File: src/rtl/tx_bram_loader.sv
// Byte-stream to 64-bit TX BRAM loader. Packs bytes little-endian, stores the packet
// from word 0, then launches dot11_tx and waits for it to finish before accepting more.
//
// state     | meaning
// IDLE      | waiting for the first byte of a packet
// LOAD      | packing bytes and writing full words
// START     | packet stored, phy_tx_start held until phy_tx_started
// WAIT_DONE | transmitter running, input held off until phy_tx_done
// DRAIN     | packet exceeded capacity, discard bytes through s_tlast
module tx_bram_loader #(
  parameter int ADDR_WIDTH = 12
) (
  input  logic                  clk,
  input  logic                  phy_tx_arest,
  input  logic [7:0]            s_tdata,
  input  logic                  s_tvalid,
  output logic                  s_tready,
  input  logic                  s_tlast,
  output logic [ADDR_WIDTH-1:0] bram_addr,
  output logic [63:0]           bram_wdata,
  output logic                  bram_we,
  output logic                  phy_tx_start,
  input  logic                  phy_tx_started,
  input  logic                  phy_tx_done,
  output logic [ADDR_WIDTH:0]   word_count,
  output logic                  busy,
  output logic                  overflow,
  output logic                  tx_done
);

  typedef enum logic [2:0] {IDLE, LOAD, START, WAIT_DONE, DRAIN} state_t;

  localparam logic [ADDR_WIDTH:0] LAST_SLOT = {1'b0, {ADDR_WIDTH{1'b1}}};
  localparam logic [ADDR_WIDTH:0] WC_ONE    = {{ADDR_WIDTH{1'b0}}, 1'b1};

  state_t              state, state_next;
  logic [2:0]          lane, lane_eff;
  logic [63:0]         pack, pack_eff, word_c;
  logic [ADDR_WIDTH:0] wc_base;
  logic                accept, packing, trigger, full_hit;

  // The first byte of a packet restarts lane, pack and count regardless of leftovers.
  always_comb begin
    accept   = s_tvalid && s_tready;
    packing  = (state == IDLE) || (state == LOAD);
    lane_eff = (state == IDLE) ? 3'd0 : lane;
    pack_eff = (state == IDLE) ? 64'd0 : pack;
    wc_base  = (state == IDLE) ? '0 : word_count;
    word_c   = pack_eff | (64'(s_tdata) << {lane_eff, 3'b000});
    trigger  = accept && packing && ((lane_eff == 3'd7) || s_tlast);
    full_hit = trigger && !s_tlast && (wc_base == LAST_SLOT);
  end

  always_comb begin
    state_next   = state;
    busy         = (state != IDLE);
    phy_tx_start = (state == START);
    case (state)
      IDLE, LOAD: begin
        if (trigger) begin
          if (full_hit)     state_next = DRAIN;
          else if (s_tlast) state_next = START;
          else              state_next = LOAD;
        end else if (accept) begin
          state_next = LOAD;
        end
      end
      START:     if (phy_tx_started) state_next = WAIT_DONE;
      WAIT_DONE: if (phy_tx_done)    state_next = IDLE;
      DRAIN:     if (accept && s_tlast) state_next = IDLE;
      default:   state_next = IDLE;
    endcase
  end

  always_ff @(posedge clk or posedge phy_tx_arest) begin
    if (phy_tx_arest) begin
      state <= IDLE;
    end else begin
      state <= state_next;
    end
  end

  // Ready is registered from the next state so it reads 0 while in reset.
  always_ff @(posedge clk or posedge phy_tx_arest) begin
    if (phy_tx_arest) begin
      s_tready   <= 1'b0;
      bram_we    <= 1'b0;
      bram_addr  <= '0;
      bram_wdata <= '0;
      word_count <= '0;
      overflow   <= 1'b0;
      tx_done    <= 1'b0;
      lane       <= 3'd0;
      pack       <= '0;
    end else begin
      s_tready <= (state_next == IDLE) || (state_next == LOAD) || (state_next == DRAIN);
      bram_we  <= trigger;
      overflow <= full_hit;
      tx_done  <= (state == WAIT_DONE) && phy_tx_done;
      if (accept && packing) begin
        if (trigger) begin
          bram_wdata <= word_c;
          bram_addr  <= wc_base[ADDR_WIDTH-1:0];
          word_count <= wc_base + WC_ONE;
          pack       <= '0;
          lane       <= 3'd0;
        end else begin
          pack <= word_c;
          lane <= lane_eff + 3'd1;
          if (state == IDLE) begin
            word_count <= '0;
            bram_addr  <= '0;
          end
        end
      end
    end
  end

endmodule
File: config.mk
export PLATFORM = sky130hd
export DESIGN_NAME = tx_bram_loader
export DESIGN_NICKNAME = d
export VERILOG_FILES = /design/src/rtl/tx_bram_loader.sv
export SDC_FILE = /design/constraint.sdc
export NUM_CORES = 1
export LEC_CHECK = 0
export CORE_MARGIN = 3
export CORE_UTILIZATION = 49
export CTS_CLUSTER_SIZE = 40
export DETAILED_ROUTE_END_ITERATION = 10
export PLACE_DENSITY = 0.74
export SETUP_SLACK_MARGIN = 0.2
export SLEW_MARGIN = 20
export SYNTH_ARGS = -nofsm -noshare
export SYNTH_HDL_FRONTEND = slang
export SYNTH_SLANG_ARGS = --single-unit
File: constraint.sdc
create_clock -name clk -period 8.3 [get_ports clk]
set_input_delay 1.245 -clock clk [delete_from_list [all_inputs] [get_ports clk]]
set_output_delay 1.245 -clock clk [all_outputs]
set_load 0.005 [all_outputs]
# After elaboration in Yosys (flattened, before gate mapping)
# Index checks and enable logic that the tools add are counted.
word_totals:
  regBits: 163
  inputBits: 14
  out_inout_bits: 95
  word_cells: 57
classes:
  n_addsub: 2
  eq_ne: 8
  n_shift: 1
  mux: 16
  bitwise: 1
  n_reduce_logical: 19
ops:
  columns: ["cell", "count"]
  rows:
  - ["two-way mux 64 bit", 2]
  - ["bitwise OR 64 bit", 1]
  - ["left shift 8 x 6 -> 64 bit", 1]
  - ["two-way mux 13 bit", 2]
  - ["two-way mux 12 bit", 2]
  - ["two-way mux 3 bit", 8]
  - ["adder 13 x 1 -> 13 bit (second input constant)", 1]
  - ["== test 13 x 12 -> 1 bit (second input constant)", 1]
  - ["one-hot mux 3 bit (4 select lines)", 1]
  - ["== test 3 bit (second input constant)", 3]
  - ["logical AND 1 bit", 7]
  - ["== test 3 x 1 -> 1 bit (second input constant)", 2]
  - ["== test 3 x 2 -> 1 bit (second input constant)", 2]
  - ["zero test 3 bit", 2]
  - ["logical OR 1 bit", 4]
  - ["AND reduction 2 bit", 2]
  - ["adder 3 x 1 -> 3 bit (second input constant)", 1]
  - ["nonzero test 3 bit", 1]
  - ["two-way mux 2 bit", 1]
  - ["nonzero test 2 bit", 1]
  - ["OR reduction 2 bit", 1]
  - ["zero test 1 bit", 1]

# Longest topological paths before layout
# Gate-level depths: netlist (run 1).
logic_depth:
  depth_word: 13
  ltp_mapped: 16
  mapped_depth_nobuf: 11

# Least setup slack after synthesis (run 1)
# No wires, ideal clock.
synth_path:
  path_type: "register to register"
  startpoint: "register state[2]"
  endpoint: "register bram_addr[0]"
  t_arrival_ns: 2.890
  path_slack_ns: 5.285
  stages_incl_launch_ff: 16
  path_cell_list: "dfrtp_1 > buf_4 > nor3_4 > inv_2 > buf_4 > and2_1 > ha_1 > ha_1 > or2_1 > clkbuf_1 > nand2_1 > inv_1 > buf_4 > buf_2 > ha_1 > mux2_2"
synth_via:
  elab_chain_len: 7
  elab_cells_between_ends: 12
  cone_classes: "eq/ne (2); mux (3); reduce/logical (7)"
synth_rtl:
  columns: ["item", "line", "source"]
  rows:
  - ["start: declaration", "36", "state_t state, state_next;"]
  - ["start signal: assignment", "79", "state <= state_next;"]
  - ["zero test 3 bit", "45, 46", null]
  - ["two-way mux 3 bit", "46", "lane_eff = (state == IDLE) ? 3'd0 : lane;"]
  - ["== test 3 bit", "50", "trigger = accept && packing && ((lane_eff == 3'd7) || s_tlast);"]
  - ["logical OR 1 bit", "50", null]
  - ["logical AND 1 bit (*)", "50", null]
  - ["named net trigger", "40", "logic accept, packing, trigger, full_hit;"]
  - ["nonzero test 2 bit (no source line)", null, null]
  - ["AND reduction 2 bit (no source line)", null, null]
  - ["end signal: assignment", "103", "bram_addr <= wc_base[ADDR_WIDTH-1:0];"]
  - ["end: declaration", "19", "output logic [ADDR_WIDTH-1:0] bram_addr,"]
# Mark *: on every way through the listed nets, which the timed path passes. The rest lies on a longest branch.
# A chain may end at the register's enable or synchronous reset.

# Worst setup path after layout (run 1)
layout_path:
  startpoint: "register state[0]"
  endpoint: "register pack[34]"
layout_via:
  elab_chain_len: 6
  elab_cells_between_ends: 12
  cone_classes: "eq/ne (2); shift (1); mux (3); bitwise (1); reduce/logical (5)"
layout_rtl:
  columns: ["item", "line", "source"]
  rows:
  - ["branches (longest 6 deep; another with left shift 8 x 6 -> 64 bit)", null, null]
  - ["end signal: assignment", "108", "pack <= word_c;"]
  - ["end: declaration", "38", "logic [63:0] pack, pack_eff, word_c;"]
# Several ways; the timed one is not identified.

==> run_results.csv, run 1 <==
group,metric,value,unit
cells_and_area,regArea,4080,sq um
clocking,cts.sinks,163,
global_route,grt_pass1_vias,5181,
pwr,leakage,3.80,nW
drt,first_iter_violations,523,
placement,dp_slack,3660,ps
clocking,post_cts_resized,0,
synthesis,synth-seq-cells,163,
timing,rsz0062_at_grt,"false",
synthesis,synth.area.top_cells,"dfrtp_1 60%, a22o_1 9.6%, a221oi_1 5.1%, nor2_1 4.8%, nand2_1 2.8%",
synthesis,synth.cell_area,6820,sq um
global_route,grt_use_total,0.233,
global_route,grt_first_pass_wirelength,27.3,mm
timing,layout_min_cycle_time,4680,ps
timing,hold_viol,0,
synthesis,yosys.area.top_type_share,0.598,
critical_path,cp_max_fo,52,
synthesis,ys.flop_type,"dfrtp_1",
cells_and_area,final_cells,871,
worst_hold_path,hold_class,"register to register",
die,io_pins,109,
clocking,clk_path_buf_depth,2,
clocking,cts_hold_buf,0,
timing,setup_viol,0,
clocking,insertion_delay,420,ps
placement,place_hpwl,10.8,mm
critical_path,crit_type,"register to register",
global_route,antenna_found_initial,0,
status,outcome,"completed",
cells_and_area,multiInputGateArea,2450,sq um
pwr,peakVddDrop,145,uV
synthesis,synth_nets,632,
die,start_util,0.507,
critical_path,critPathTopFamily,"simple AND/OR/NAND/NOR gates",
critical_path,slowest_delay,790,ps
synthesis,synth_edf_count,0,
die,coreArea,13500,sq um
die,die_y,124,microns
timing,relSlewSlack,0.378,
critical_path,worstPathRequired,8660,ps
placement,gp_congestion,0.818,
clocking,htree_levels,4,
cells_and_area,areaGrowthSynthToFinish,24.3,%
timing,skew,9.65,ps
critical_path,endpoint_kind,"register",
timing,max_freq,214,MHz
clocking,cts_made_buffers,17,
synthesis,ys_warn_count,0,
drt,routed_wl,17.1,mm
clocking,cts_tree,"yes",
critical_path,start_kind,"register",
die,die_w,124,microns
synthesis,netlist_top_cells_count,"163 x dfrtp_1, 88 x nor2_1, 75 x a22o_1, 50 x nand2_1, 40 x a221oi_1",
critical_path,critPathBufInv,2,
die,die-area,15400,sq um
critical_path,crit_end,"pack[34]$_DFFE_PP0P_",
clocking,cts_root_buf,"clkbuf_16",
cells_and_area,fillerInstances,1074,
cells_and_area,drive_above_1_share,0.0705,
pwr,p_total,2.56,mW
clocking,post_cts_buffers,0,
cells_and_area,fin_util,0.630,
critical_path,arrival,5040,ps
placement,portBuffers,108,
critical_path,cp_slowest_cell,"o21ai_4",
critical_path,worstReg2RegEnd,"pack[34]$_DFFE_PP0P_",
flow_run,maxCapViolations,0,
cells_and_area,diodes,0,
critical_path,reg2regPathDepth,10,
drt,drc_errors,0,
timing,worst_slack,3620,ps
drt,drtAntennaViolNets,0,
global_route,gr-total-overflow,0,
clocking,clk_pin_slew,60,ps
critical_path,rrSetupSlack,3620,ps
drt,wl_per_cell,19.6,microns
pwr,power_density,301,nW/um^2
critical_path,cp.depth,10,
synthesis,synth_cell_types,48,
critical_path,crit_path_start,"state[0]$_DFF_PP0_",
timing,period_share,0.564,
drt,dr.pass1.iters,7,
synthesis,synth_largest_area_cell,"dfrtp_1",
synthesis,yosysSeqAreaShare,0.598,
timing,setup_tns,0,ps
critical_path,r2r_start,"state[0]$_DFF_PP0_",
synthesis,synthArstFlopShare,1.00,
drt,vias,5238,
placement,placedCellCount,842,
synthesis,post-synth-top-count-cell,"dfrtp_1",
global_route,grt_max_degree,86,
critical_path,critical_path.cell_chain,"nor3_4 -> inv_2 -> and2_1 -> ha_1 -> ha_1 -> or2_1 -> o21ai_4 -> buf_4 -> and2_1 -> a22o_1",
die,rows,42,
synthesis,avgSynthCellArea,11.1,sq um
drt,vias_per_cell,6.01,
synthesis,netlist_instances,614,
cells_and_area,final_net_count,703,
timing,drv_slew,0,
timing,tightest_slew,930,ps
-- logic make-up (layout without fill, tap and decap cells) --
family          Yosys count  count (layout)  share of synthesized area
compound gates          187             187                      0.213
buf+inv                  67             148                     0.0446
fa+ha+maj                 4               4                    0.00734
simple gates            185             185                      0.126
xor+xnor                  5               5                    0.00642
mux                       3               3                    0.00458
flops                   163             163                      0.598
-- tightest hold or removal path, cell delays in order (launching register included) --
cell and delay (ps):
dfrtp_1 350, nand2_1 50, o21ai_0 60
-- metal layers --
metal / wire [microns] / global-route usage / vias to the layer above
met5: 0 / 0 / -
met4: 284 / 0.0815 / 0
met3: 1030 / 0.0509 / 23
met2: 8410 / 0.366 / 206
met1: 7370 / 0.322 / 2656
li1: - / - / 2353
-- through the flow --
stage	hold WS, ps	cell area [sq um]
floorplan	451	6820
global placement	469	7900
detailed placement	474	7900
CTS	492	8480
global route	517	8480
finish	488	8480
-- state kept, by name, summed over array words and instances (netlist names) --
signal	count
bram_addr	12
bram_wdata	64
bram_we	1
lane	3
overflow	1
pack	64
s_tready	1
state	3
tx_done	1
word_count	13
-- worst min-delay path by stage --
stage / from / endpoint / slack [ps] / cells after the start
6_report: pack[43]$_DFFE_PP0P_ / pack[43]$_DFFE_PP0P_ / 490 / 2
5_1_grt: pack[48]$_DFFE_PP0P_ / pack[48]$_DFFE_PP0P_ / 520 / 1
4_1_cts: pack[43]$_DFFE_PP0P_ / pack[43]$_DFFE_PP0P_ / 490 / 2
3_5_place_dp: bram_wdata[56]$_DFFE_PP0P_ / bram_wdata[56]$_DFFE_PP0P_ / 470 / 2
3_3_place_gp: bram_wdata[42]$_DFFE_PP0P_ / bram_wdata[42]$_DFFE_PP0P_ / 470 / 2
2_1_floorplan: pack[40]$_DFFE_PP0P_ / pack[40]$_DFFE_PP0P_ / 450 / 2
-- where the power goes --
group	internal (mW)	switching (mW)	total, mW
registers	0.965	0.126	1.09
clock network	0.470	0.295	0.765
logic	0.346	0.354	0.699
-- cell type report --
cell class	count	area share
repair buffers	113	0.132
clock buffers	25	0.0632
multi-input cells	384	0.289
flip-flops and latches	163	0.481
well taps	176	0.0260
clock inverters	4	0.00531
inverters	6	0.00325
-- cell usage in the layout (no fill, tap or decap), types with 2 or more instances in the layout --
| cell | count |
|---|---|
| xor2_1 | 3 |
| a22o_1 | 75 |
| dfrtp_1 | 163 |
| clkbuf_8 | 8 |
| nor3_2 | 3 |
| a21oi_1 | 26 |
| a31oi_1 | 3 |
| a32oi_1 | 2 |
| and4_1 | 2 |
| o31ai_1 | 10 |
| nand3_1 | 7 |
| nand2_1 | 49 |
| o21ai_0 | 21 |
| nand4_1 | 3 |
| clkdlybuf4s50_1 | 108 |
| nand2b_1 | 2 |
| mux2i_1 | 2 |
| and2_1 | 10 |
| buf_4 | 4 |
| and3_1 | 10 |
| nor2_2 | 2 |
| clkinv_2 | 3 |
| ha_1 | 4 |
| clkbuf_16 | 17 |
| inv_1 | 4 |
| a221oi_1 | 40 |
| nor2_1 | 88 |
| xnor2_1 | 2 |
Note: power is estimated with default switching activity, not from simulation.
==> run 2: changes to the inputs <==
==> constraint.sdc (replaced) <==
create_clock -name clk -period 4.72 [get_ports clk]
set_input_delay 0.708 -clock clk [delete_from_list [all_inputs] [get_ports clk]]
set_output_delay 0.708 -clock clk [all_outputs]
set_load 0.005 [all_outputs]
==> run 2 against run 1 <==
Sequential share of layout area fell by 0.12 points. Maximum frequency rose by 24%. Utilization rose by 0.16 points. Hold slack improved by 2.8 ps. Count of clock-buffer cells in the layout rose by 1. Wire length fell by 1.5%. Largest cell class unchanged.
==> run_results.csv, run 2 (synthesis gave the netlist of run 1 again) <==
group,metric,value,unit
placement,gp_congestion,0.847,
cells_and_area,fillerInstances,1092,
critical_path,crit_type,"register to register",
die,rows,42,
critical_path,reg2regPathDepth,12,
flow_run,maxCapViolations,0,
critical_path,arrival,4090,ps
status,outcome,"completed",
drt,vias_per_cell,6.00,
drt,dr.pass1.iters,6,
global_route,grt_first_pass_wirelength,27.0,mm
placement,place_hpwl,10.6,mm
global_route,antenna_found_initial,0,
cells_and_area,reg_top3,"bram_wdata: 64 flops, pack: 64 flops, word_count: 13 flops",
critical_path,start_kind,"register",
clocking,cts_root_buf,"clkbuf_16",
critical_path,rrSetupSlack,940,ps
global_route,grt_use_total,0.228,
critical_path,crit_path_start,"state[0]$_DFF_PP0_",
pwr,power_density,530,nW/um^2
clocking,htree_levels,4,
critical_path,r2r_start,"state[0]$_DFF_PP0_",
timing,rsz0062_at_grt,"false",
cells_and_area,final_common_cell,"dfrtp_1",
die,die_y,124,microns
timing,drv_slew,0,
timing,setup_viol,0,
timing,worst_slack,942,ps
critical_path,worstPathRequired,5030,ps
clocking,clk_pin_slew,60,ps
worst_hold_path,hold_class,"register to register",
clocking,cts_tree,"yes",
cells_and_area,final_net_count,706,
placement,portBuffers,108,
worst_hold_path,holdPathEnd,"bram_wdata[42]$_DFFE_PP0P_",
timing,setup_tns,0,ps
timing,hold_viol,0,
critical_path,cp_max_fo,73,
clocking,insertion_delay,430,ps
critical_path,worstReg2RegEnd,"bram_addr[6]$_DFFE_PP0P_",
worst_hold_path,hp-start,"bram_wdata[42]$_DFFE_PP0P_",
global_route,grt_pass1_vias,5098,
pwr,peakVddDrop,243,uV
global_route,grt_max_degree,164,
clocking,post_cts_resized,0,
die,die-area,15400,sq um
cells_and_area,areaGrowthSynthToFinish,24.6,%
drt,routed_wl,16.8,mm
cells_and_area,diodes,0,
die,die_w,124,microns
clocking,cts_made_buffers,17,
die,start_util,0.507,
cells_and_area,multiInputGateArea,2450,sq um
worst_hold_path,holdPathStages,2,
die,io_pins,109,
drt,drc_errors,0,
critical_path,endpoint_kind,"register",
clocking,post_cts_buffers,0,
pwr,leakage,3.80,nW
drt,vias,5249,
timing,relSlewSlack,0.402,
clocking,clk_path_buf_depth,2,
timing,max_freq,265,MHz
drt,drtAntennaViolNets,0,
timing,layout_min_cycle_time,3780,ps
pwr,p_total,4.50,mW
timing,tightest_slew,898,ps
clocking,cts_hold_buf,0,
cells_and_area,regArea,4080,sq um
cells_and_area,drive_above_1_share,0.0687,
timing,period_share,0.800,
placement,dp_slack,963,ps
cells_and_area,fin_util,0.632,
timing,whs,491,ps
global_route,gr-total-overflow,0,
drt,wl_per_cell,19.2,microns
timing,skew,7.84,ps
die,coreArea,13500,sq um
drt,first_iter_violations,552,
cells_and_area,mostFrequentLayoutCells,"163 x dfrtp_1, 108 x clkdlybuf4s50_1, 88 x nor2_1, 75 x a22o_1, 49 x nand2_1",
clocking,cts.sinks,163,
run 2: cell count changes in the layout (fill, tap and decap cells not counted), sizes merged:
cell / delta
buf: +3
bufinv: +1
clkbuf: +1
clkinv: -2
clkinvlp: +2
inv: -1
run 2: final cells by class:
type	instances	area share
Clock buffer	26	0.0587
Clock inverter	4	0.00854
Tap cell	176	0.0259
Multi-Input combinational cell	384	0.288
Sequential cell	163	0.480
Timing Repair Buffer	116	0.136
Inverter	6	0.00309
run 2: stage by stage:
step                instance area (sq um)  cells
global placement                     7930    845
finish                               8500    875
CTS                                  8500    875
global route                         8500    875
detailed placement                   7930    845
floorplan                            6830    614
run 2: how the worst max path moves through the flow:
stage | to | slack, ps
global placement | bram_addr[1]$_DFFE_PP0P_ | 1100
finish | bram_addr[6]$_DFFE_PP0P_ | 940
global route | bram_addr[3]$_DFFE_PP0P_ | 710
floorplan | bram_addr[0]$_DFFE_PP0P_ | 1710
detailed placement | bram_addr[6]$_DFFE_PP0P_ | 960
CTS | bram_addr[6]$_DFFE_PP0P_ | 930
run 2: report_power, final:
| part | switching (mW) | internal (mW) | leakage, nW |
|---|---|---|---|
| clock | 0.518 | 0.828 | 0.276 |
| sequential | 0.224 | 1.70 | 2.17 |
| combinational | 0.612 | 0.622 | 1.36 |
| total | 1.35 | 3.15 | 3.80 |
run 2: layer usage:
layer  up-vias  wire length, microns  global-route usage
met1      2677                  7430               0.317
met2       186                  8190               0.352
met3        17                   952              0.0554
met4         0                   272              0.0821
met5         -                     0                   0
li1       2369                     -                   -
run 2: critical path: stages, from the launching register on:
cell and delay (ps):
dfrtp_1 550, nor3_4 170, buf_4 270, inv_2 40, buf_4 290, and2_1 260
ha_1 180, ha_1 180, or2_1 350, nand2_2 130, buf_4 580, nor2_1 370
a22o_1 280
==> run 3: changes to the inputs <==
--- a/config.mk
+++ b/config.mk
@@ -6,10 +6,10 @@
 export NUM_CORES = 1
 export LEC_CHECK = 0
 export CORE_MARGIN = 3
-export CORE_UTILIZATION = 49
+export CORE_UTILIZATION = 48
 export CTS_CLUSTER_SIZE = 40
 export DETAILED_ROUTE_END_ITERATION = 10
-export PLACE_DENSITY = 0.74
+export PLACE_DENSITY = 0.76
 export SETUP_SLACK_MARGIN = 0.2
 export SLEW_MARGIN = 20
 export SYNTH_ARGS = -nofsm -noshare
==> constraint.sdc (replaced) <==
create_clock -name clk -period 3.3 [get_ports clk]
set_input_delay 0.495 -clock clk [delete_from_list [all_inputs] [get_ports clk]]
set_output_delay 0.495 -clock clk [all_outputs]
set_load 0.005 [all_outputs]
==> run 3 against run 2 <==
Clock power up 50%. Setup slack worse by 450 ps. Die area up 2.0%. Utilization up 0.34 points. Via count up 2.5%. First-iteration DRC count down 21%. Critical path depth down 3. Wire length up 0.59%. Highest routed layer unchanged.
==> run_results.csv, run 3 (synthesis gave the netlist of run 1 again) <==
group,metric,value,unit
status,outcome,"completed",
cells_and_area,drive_above_1_share,0.0835,
cells_and_area,diodes,0,
clocking,cts_hold_buf,0,
die,rows,42,
timing,rsz0062_at_grt,"false",
timing,tightest_slew,959,ps
timing,max_freq,356,MHz
critical_path,worstReg2RegEnd,"pack[52]$_DFFE_PP0P_",
drt,vias,5380,
clocking,clk_pin_slew,60,ps
critical_path,rrSetupSlack,490,ps
global_route,grtUsageMet2,0.346,
flow_run,maxCapViolations,0,
pwr,power_density,765,nW/um^2
critical_path,worstPathRequired,3650,ps
clocking,insertion_delay,420,ps
global_route,busiest_layer,"met2",
global_route,grt_first_pass_wirelength,27.9,mm
timing,relSlewSlack,0.360,
critical_path,cp_max_fo,10,
cells_and_area,reg_top3,"bram_wdata: 64 flops, pack: 64 flops, word_count: 13 flops",
global_route,grt_use_met3,0.0529,
critical_path,reg2regPathDepth,9,
global_route,grt_max_degree,71,
pwr,leakage,3.86,nW
critical_path,crit_path_start,"state[1]$_DFF_PP0_",
clocking,post_cts_buffers,0,
drt,drc_errors,0,
global_route,grt_pass1_vias,5358,
cells_and_area,mostFrequentLayoutCells,"163 x dfrtp_1, 108 x clkdlybuf4s50_1, 88 x nor2_1, 75 x a22o_1, 49 x nand2_1",
placement,place_hpwl,11.0,mm
clocking,post_cts_resized,0,
critical_path,crit_end,"pack[52]$_DFFE_PP0P_",
worst_hold_path,hold_class,"register to register",
cells_and_area,final_common_cell,"dfrtp_1",
global_route,antenna_found_initial,0,
critical_path,arrival,3160,ps
timing,hold_viol,0,
timing,drv_slew,0,
placement,gp_congestion,0.829,
timing,setup_viol,0,
critical_path,start_kind,"register",
die,io_pins,109,
drt,wl_per_cell,19.2,microns
clocking,cts_root_buf,"clkbuf_16",
critical_path,crit_type,"register to register",
timing,skew,6.63,ps
placement,portBuffers,108,
timing,period_share,0.852,
cells_and_area,areaGrowthSynthToFinish,26.2,%
global_route,met1_usage,0.299,
pwr,peakVddDrop,312,uV
drt,drtAntennaViolNets,0,
global_route,grt_use_total,0.220,
critical_path,endpoint_kind,"register",
die,start_util,0.503,
die,die-area,15700,sq um
cells_and_area,final_net_count,713,
drt,first_iter_violations,437,
clocking,htree_levels,4,
clocking,cts_tree,"yes",
clocking,clk_path_buf_depth,2,
die,coreArea,13600,sq um
timing,setup_tns,0,ps
drt,dr.pass1.iters,5,
critical_path,r2r_start,"state[1]$_DFF_PP0_",
timing,whs,487,ps
drt,vias_per_cell,6.09,
global_route,gr-total-overflow,0,
clocking,cts_made_buffers,17,
drt,routed_wl,16.9,mm
die,die_y,125,microns
die,die_w,125,microns
timing,layout_min_cycle_time,2810,ps
clocking,cts.sinks,163,
-- run 3: cell types whose count changed in the layout (fill, tap and decap cells not counted), moves of 2 or more --
cell	delta
buf_12	+2
buf_4	+5
bufinv_16	+2
clkbuf_1	-3
clkbuf_8	-3
clkinv_2	+4
-- run 3: per-layer routing --
layer,up-vias,share of wire
met5,-,0
met4,0,0.021
met3,36,0.061
met2,226,0.48
met1,2731,0.44
li1,2387,-
-- run 3: per-stage QoR --
step | utilization | setup WS [ps] | total power, mW | cells | cell area [sq um]
finish | 0.635 | 488 | 6.59 | 883 | 8610
global route | 0.635 | 274 | 6.92 | 883 | 8610
CTS | 0.635 | 487 | 6.62 | 883 | 8610
detailed placement | 0.591 | 498 | 4.60 | 852 | 8010
global placement | 0.591 | 675 | 4.52 | 852 | 8010
floorplan | - | 285 | 3.67 | 614 | 6830
-- run 3: layout make-up --
| cell class | instances | area, sq um |
|---|---|---|
| Sequential cell | 163 | 4080 |
| Clock inverter | 11 | 160 |
| Fill cell | 1047 | 4940 |
| Clock buffer | 20 | 447 |
| Multi-Input combinational cell | 384 | 2450 |
| Tap cell | 176 | 220 |
| Timing Repair Buffer | 123 | 1230 |
| Inverter | 6 | 26.3 |
-- run 3: worst min path at each step --
stage	startpoint	to	cells after the start
global route	bram_wdata[10]$_DFFE_PP0P_	bram_wdata[10]$_DFFE_PP0P_	2
floorplan	pack[40]$_DFFE_PP0P_	pack[40]$_DFFE_PP0P_	2
detailed placement	pack[40]$_DFFE_PP0P_	pack[40]$_DFFE_PP0P_	2
global placement	pack[43]$_DFFE_PP0P_	pack[43]$_DFFE_PP0P_	2
finish	pack[40]$_DFFE_PP0P_	pack[40]$_DFFE_PP0P_	2
CTS	pack[40]$_DFFE_PP0P_	pack[40]$_DFFE_PP0P_	2
-- run 3: where the power goes --
part,switching (mW),total (mW),internal (mW)
Combinational,0.902,1.82,0.917
Clock,0.755,2.03,1.27
Sequential,0.310,2.74,2.43
Total,1.97,6.59,4.62
-- run 3: worst max-delay path: stages (launching register included) --
cell,delay [ps]
dfrtp_1,500
nor3_4,230
inv_2,50
and2_1,170
ha_1,180
ha_1,190
or2_1,360
nor2_2,400
and2_0,450
a22o_1,210
